`src/rtl/mem_pkg.sv`:
```
// ---------------------------------------------------------------------------
// mem_pkg
// Shared definitions for the mem_core storage block.
//   - Default geometry (data width, word count, address width).
//   - Encoding of the wr_rd_i request select.
//   - State type for the reset/ready sequencer in mem_core.
// ---------------------------------------------------------------------------
package mem_pkg;

  localparam int MEM_WIDTH      = 16;
  localparam int MEM_DEPTH      = 16;
  localparam int MEM_ADDR_WIDTH = 4;

  localparam logic MEM_WRITE = 1'b1;
  localparam logic MEM_READ  = 1'b0;

  // ST_RESET is held while rst is low and for the edge that samples its
  // release; ST_READY is the steady accepting state.
  typedef enum logic {
    ST_RESET = 1'b0,
    ST_READY = 1'b1
  } memState_t;

endpackage

```
`src/rtl/mem_array.sv`:
```
// ---------------------------------------------------------------------------
// mem_array
// Register-file storage with asynchronous clear and a registered read port.
// Ports:
//   clk          rising-edge clock
//   rst_n        asynchronous active-low clear of every word and the read reg
//   i_wrEn       store i_wrData at i_addr on this edge
//   i_rdEn       load the read register on this edge
//   i_rdAddrOk   address is inside the array; when low a read loads zero
//   i_addr       word address
//   i_wrData     write data
//   o_rdData     registered read data, holds between reads
// ---------------------------------------------------------------------------
module mem_array #(
  parameter int WIDTH      = 16,
  parameter int DEPTH      = 16,
  parameter int ADDR_WIDTH = 4
) (
  input  logic                  clk,
  input  logic                  rst_n,
  input  logic                  i_wrEn,
  input  logic                  i_rdEn,
  input  logic                  i_rdAddrOk,
  input  logic [ADDR_WIDTH-1:0] i_addr,
  input  logic [WIDTH-1:0]      i_wrData,
  output logic [WIDTH-1:0]      o_rdData
);

  logic [WIDTH-1:0] r_mem [DEPTH];
  logic [WIDTH-1:0] r_rdData;

  // Every word is cleared on reset so reads after reset return zero
  // regardless of what was stored before.
  always_ff @(posedge clk or negedge rst_n) begin
    if (!rst_n) begin
      for (int i = 0; i < DEPTH; i++) begin
        r_mem[i] <= '0;
      end
    end else if (i_wrEn) begin
      r_mem[i_addr] <= i_wrData;
    end
  end

  // Out-of-range reads are steered to zero here so the array is never
  // indexed past its last word.
  always_ff @(posedge clk or negedge rst_n) begin
    if (!rst_n) begin
      r_rdData <= '0;
    end else if (i_rdEn) begin
      if (i_rdAddrOk) begin
        r_rdData <= r_mem[i_addr];
      end else begin
        r_rdData <= '0;
      end
    end
  end

  assign o_rdData = r_rdData;

endmodule

```
`src/rtl/mem_core.sv`:
```
// ---------------------------------------------------------------------------
// mem_core
// Single-port synchronous memory with a valid/ready request handshake.
// A request is accepted on a rising edge where valid_i and ready_o are high.
// Writes store at the accepting edge; reads return data one cycle later.
// Addresses at or above DEPTH drop writes and read back as zero.
// DEPTH must not exceed 2**ADDR_WIDTH.
// Ports:
//   clk        rising-edge clock
//   rst        asynchronous active-low reset
//   wr_data_i  write data
//   addr_i     word address
//   wr_rd_i    1 = write, 0 = read
//   valid_i    request present
//   ready_o    block can accept a request (registered, reset-driven only)
//   rd_data_o  registered read data
// ---------------------------------------------------------------------------
module mem_core
  import mem_pkg::*;
#(
  parameter int WIDTH      = MEM_WIDTH,
  parameter int DEPTH      = MEM_DEPTH,
  parameter int ADDR_WIDTH = MEM_ADDR_WIDTH
) (
  input  logic                  clk,
  input  logic                  rst,
  input  logic [WIDTH-1:0]      wr_data_i,
  input  logic [ADDR_WIDTH-1:0] addr_i,
  input  logic                  wr_rd_i,
  input  logic                  valid_i,
  output logic                  ready_o,
  output logic [WIDTH-1:0]      rd_data_o
);

  // One extra bit so DEPTH == 2**ADDR_WIDTH is representable.
  localparam int                LP_DEPTH_INT = DEPTH;
  localparam logic [ADDR_WIDTH:0] LP_DEPTH   = LP_DEPTH_INT[ADDR_WIDTH:0];

  memState_t r_state;
  memState_t w_nextState;

  logic w_accept;
  logic w_addrOk;
  logic w_wrEn;
  logic w_rdEn;

  // Ready sequencer state register.
  always_ff @(posedge clk or negedge rst) begin
    if (!rst) begin
      r_state <= ST_RESET;
    end else begin
      r_state <= w_nextState;
    end
  end

  // Leave reset on the first edge that sees rst released, then stay ready
  // until the next reset.
  always_comb begin
    w_nextState = r_state;
    case (r_state)
      ST_RESET: w_nextState = ST_READY;
      ST_READY: w_nextState = ST_READY;
    endcase
  end

  // ready_o comes straight from a flop so no input can reach it
  // combinationally.
  assign ready_o  = (r_state == ST_READY);

  assign w_accept = valid_i & ready_o;
  assign w_addrOk = ({1'b0, addr_i} < LP_DEPTH);
  assign w_wrEn   = w_accept & (wr_rd_i == MEM_WRITE) & w_addrOk;
  assign w_rdEn   = w_accept & (wr_rd_i == MEM_READ);

  mem_array #(
    .WIDTH      (WIDTH),
    .DEPTH      (DEPTH),
    .ADDR_WIDTH (ADDR_WIDTH)
  ) u_memArray (
    .clk        (clk),
    .rst_n      (rst),
    .i_wrEn     (w_wrEn),
    .i_rdEn     (w_rdEn),
    .i_rdAddrOk (w_addrOk),
    .i_addr     (addr_i),
    .i_wrData   (wr_data_i),
    .o_rdData   (rd_data_o)
  );

endmodule

```
`config.mk`:
```
export PLATFORM = sky130hd
export DESIGN_NAME = mem_core
export DESIGN_NICKNAME = d
export VERILOG_FILES = /design/src/rtl/mem_pkg.sv /design/src/rtl/mem_array.sv /design/src/rtl/mem_core.sv
export SDC_FILE = /design/constraint.sdc
export NUM_CORES = 1
export LEC_CHECK = 0
export CORE_MARGIN = 5
export CORE_UTILIZATION = 49
export CTS_CLUSTER_SIZE = 14
export DETAILED_ROUTE_END_ITERATION = 8
export GPL_ROUTABILITY_DRIVEN = 1
export PLACE_DENSITY = 0.63
export SYNTH_ARGS = -nofsm -noshare
export SYNTH_HDL_FRONTEND = slang
export SYNTH_SLANG_ARGS = --single-unit
```
`constraint.sdc`:
```
create_clock -name clk -period 2.4 [get_ports clk]
set_input_delay 0.36 -clock clk [delete_from_list [all_inputs] [get_ports clk]]
set_output_delay 0.36 -clock clk [all_outputs]
set_load 0.1 [all_outputs]
```
==> impl_results.md <==
- Clock-pin slew on the worst setup and hold paths: around 0.060 ns
- Final routed DRC violation total: 0
- Busiest layer in global routing: met2
- Number of detailed-route iterations in the first pass: 5
- Antenna violations before repair: 0
- Share of the synthesized area in the top cell type: 0.5558
- Number of distinct standard cells referenced by the synthesized netlist: 34
- Portion of the clock cycle consumed by the worst path in the final layout: 0.8117
- Num CTS Buffers: 29
- Syn avg cell area: 14.46 µm²
- Number of synthesis warnings: 0
- Width of the die: 168.4 µm
- Worst-path maximum fanout: 18
- Fraction of layout cells with a size suffix above 1: 0.4511
- Clock H-tree levels: 1
- Starting density of the core: 0.4924
- Cell at the root of the clock tree: sky130_fd_sc_hd__clkbuf_16
- Average wire length per cell after detail routing: 23.73 µm
- Power density cells: 815.8 nW/µm²
- Post-layout minimum cycle time: 1.948 ns
- RSZ-0062 raised after global routing: false
- Summed instance area of the synthesized netlist: approximately 12000 µm²
- Reg2Reg Depth: 6
- Die area: roughly 28000 µm²
- Max capacitance violation total: 0
- CTS tree: built
- I/O pin cnt: 41
- Actual transition at the worst max-transition pin: around 0.72 ns
- Reg2Reg Setup Slack: about 0.5 ns
- PostCTS Resize Cnt: 0
- Final Max Tran Viols: 0
- Maximum number of pins on one net before global-route repair: 67
- Final weighted congestion in routability-driven placement: 0.7987
- Average vias per placed instance: 5.909
- Global Route met3 Usage: 0.02653
- CTS max path bufs: 3
- Run status: completed
- Worst relative slew slack: 0.5212
- Category of the worst setup path capture point: flip-flop
- Number of global-route vias before repair: 8012
- Iteration-0 DRC count of the detailed router: ~460
- Rows: 58
- Peak per-stage delay on the critical path: 0.71 ns
- End of the worst register-to-register path: u_memArray.r_mem[96]
- Die boundary height: 168.4 µm
- Synthesized instance count: between 800 and 900
- Hold_buf cts: 1
- Hold violation total from the final report: 0
- Slowest library cell on the worst path: sky130_fd_sc_hd__or3b_2
- Launching point of the worst reg2reg path: ready_o
- Number of buffer cells added on primary ports: 40
- Fmax: 513.4 MHz
- Final antenna diode count: 0
- Area Overhead vs Synth: 15.96%
- CP Class: input pin to flip-flop
- Met1 track utilization from global routing: 0.2975
- Number of vias after detailed routing: 7451
- Register area share after synthesis: 0.5558
- Main area contributors after synthesis: sky130_fd_sc_hd__dfrtp_1, sky130_fd_sc_hd__mux2_2, sky130_fd_sc_hd__mux2i_1
- Kind of start point of the critical path: input pin
- Critical path arrival: 2.39 ns
- Net count after synthesis: 874
- Core Area: ~25000 µm²
- Worst ir drop on vdd: 0.6537 mV
- Final hold slack: between 0.3 and 0.4 ns
- Gr usage total: 0.2136
- Endpoints failing setup: 0
- Clock insertion delay at the later pin of the skew report: 0.53 ns
- DP HPWL: 20.14 mm
- Yosys reg bits: 273
- Wire length of the first global-routing pass: 47.38 mm
- Antenna Nets Post-Route: 0
- Detailed-route wire length: 29.92 mm
- Sinks on Clock Net: 273
- Critical path data required time: 2.85 ns
- Number of nets in the finished design: 936
- Leftover overflow at the end of global routing: 0
- CP cell instances: clkdlybuf4s50_1 -> buf_4 -> or3b_2 -> o22ai_1 -> nor2_1 -> a31oi_1
- Fillers: 2025
- Final design utilization: 0.5710
- Pleak: 6.685 nW
- Met2 routing resource usage after global routing: 0.3564
- Post-synth top area cell: sky130_fd_sc_hd__dfrtp_1
- Classification of the worst-slack hold path: input pin to asynchronous set/reset pin
- Post-CTS setup buffer count: 0
- Setup clock skew after layout: 0.01099 ns
-- through the flow --
step                instance area [µm²]  setup TNS [ns]  power [W]  setup slack, ns  std cells
CTS                               14250               0    0.01175           0.4867       1261
global route                      14250               0    0.01212           0.4001       1261
floorplan                         12290               0   0.006865          0.04497        850
global placement                  13350        -0.08162   0.007381         -0.04047       1210
detailed placement                13350         -0.2647   0.007492         -0.06931       1210
finish                            14250               0    0.01163           0.4520       1261
-- logic make-up after synthesis --
family	after synthesis	synth area share
other	1	0.0003051
DFF	273	0.5558
AOI/OAI and AO/OA	72	0.03777
buffers and inverters	68	0.02646
muxes	365	0.3513
and+or+nand+nor	71	0.02840
-- synth_stat cells --
library cell and n:
sky130_fd_sc_hd__a211oi_1 5, sky130_fd_sc_hd__a21o_1 3, sky130_fd_sc_hd__a21oi_1 5, sky130_fd_sc_hd__a221oi_1 8, sky130_fd_sc_hd__a31oi_1 11, sky130_fd_sc_hd__and3_1 1, sky130_fd_sc_hd__buf_1 4, sky130_fd_sc_hd__buf_2 27
sky130_fd_sc_hd__buf_4 2, sky130_fd_sc_hd__buf_6 2, sky130_fd_sc_hd__buf_8 1, sky130_fd_sc_hd__clkbuf_1 31, sky130_fd_sc_hd__conb_1 1, sky130_fd_sc_hd__dfrtp_1 273, sky130_fd_sc_hd__inv_4 1, sky130_fd_sc_hd__mux2_2 251
sky130_fd_sc_hd__mux2_4 10, sky130_fd_sc_hd__mux2i_1 80, sky130_fd_sc_hd__mux4_2 24, sky130_fd_sc_hd__nand2_1 8, sky130_fd_sc_hd__nand2b_1 2, sky130_fd_sc_hd__nand3_1 5, sky130_fd_sc_hd__nand3b_1 3, sky130_fd_sc_hd__nand4_1 1
sky130_fd_sc_hd__nor2_1 37, sky130_fd_sc_hd__nor2_2 3, sky130_fd_sc_hd__nor2b_1 1, sky130_fd_sc_hd__nor3_2 1, sky130_fd_sc_hd__nor4_2 1, sky130_fd_sc_hd__o21ai_0 8, sky130_fd_sc_hd__o22ai_1 32, sky130_fd_sc_hd__or3_1 3
sky130_fd_sc_hd__or3b_2 3, sky130_fd_sc_hd__or4_1 2
-- critical path: cells and delay by family --
kind	cells	cell delay, ns
AOI/OAI and AO/OA	2	0.50
buffers and inverters	2	0.74
and+or+nand+nor	2	0.79
-- how the worst max path moves through the flow --
stage               from                       to
4_1_cts        addr_i[3]  u_memArray.o_rdData[12]
2_1_floorplan    ready_o    u_memArray.r_mem[117]
5_1_grt        addr_i[3]  u_memArray.o_rdData[12]
6_report       addr_i[3]   u_memArray.o_rdData[5]
3_5_place_dp   addr_i[3]  u_memArray.o_rdData[12]
3_3_place_gp   addr_i[3]   u_memArray.o_rdData[5]
-- flip-flops by register name (all words and copies together), names as in the netlist --
register	cells
ready_o	1
u_memArray.o_rdData	16
u_memArray.r_mem	256
-- power by group --
group / total [W] / switching, W / internal, W
clock network: 0.00423 / 0.00173 / 0.00250
registers: 0.00555 / 0.000332 / 0.00522
logic: 0.00185 / 0.00101 / 0.000842
total: 0.0116 / 0.00307 / 0.00856
-- area by class of cell --
| class | count | area (µm²) | share of cell area |
|---|---|---|---|
| inverters | 1 | 6.256 | 0.0004389 |
| clock inverters | 6 | 55.05 | 0.003862 |
| repair buffers | 98 | 943.4 | 0.06619 |
| clock buffers | 44 | 842.1 | 0.05908 |
| well taps | 330 | 412.9 | 0.02897 |
| multi-input cells | 509 | 5161 | 0.3621 |
| flip-flops and latches | 273 | 6833 | 0.4794 |
-- placed cells by master (no fill, tap or decap), types with 2 or more instances in the layout --
cell	n
sky130_fd_sc_hd__a211oi_1	5
sky130_fd_sc_hd__a21o_1	3
sky130_fd_sc_hd__a21oi_1	5
sky130_fd_sc_hd__a221oi_1	8
sky130_fd_sc_hd__a31oi_1	11
sky130_fd_sc_hd__buf_12	12
sky130_fd_sc_hd__buf_4	63
sky130_fd_sc_hd__clkbuf_1	9
sky130_fd_sc_hd__clkbuf_16	29
sky130_fd_sc_hd__clkbuf_8	6
sky130_fd_sc_hd__clkdlybuf4s50_1	20
sky130_fd_sc_hd__clkinv_2	5
sky130_fd_sc_hd__dfrtp_1	272
sky130_fd_sc_hd__mux2_2	251
sky130_fd_sc_hd__mux2_4	10
sky130_fd_sc_hd__mux2i_1	80
sky130_fd_sc_hd__mux4_2	24
sky130_fd_sc_hd__nand2_1	8
sky130_fd_sc_hd__nand2b_1	2
sky130_fd_sc_hd__nand3_1	5
sky130_fd_sc_hd__nand3b_1	3
sky130_fd_sc_hd__nor2_1	30
sky130_fd_sc_hd__nor2_2	10
sky130_fd_sc_hd__o21ai_0	8
sky130_fd_sc_hd__o22ai_1	32
sky130_fd_sc_hd__or3_1	3
sky130_fd_sc_hd__or3b_2	3
sky130_fd_sc_hd__or4_1	2
-- per-layer routing --
layer,up-vias,share of wire
li1,3261,-
met1,3972,0.45
met2,167,0.49
met3,51,0.035
met4,0,0.027
met5,-,0
No activity file was read; power rests on OpenSTA's default activity.
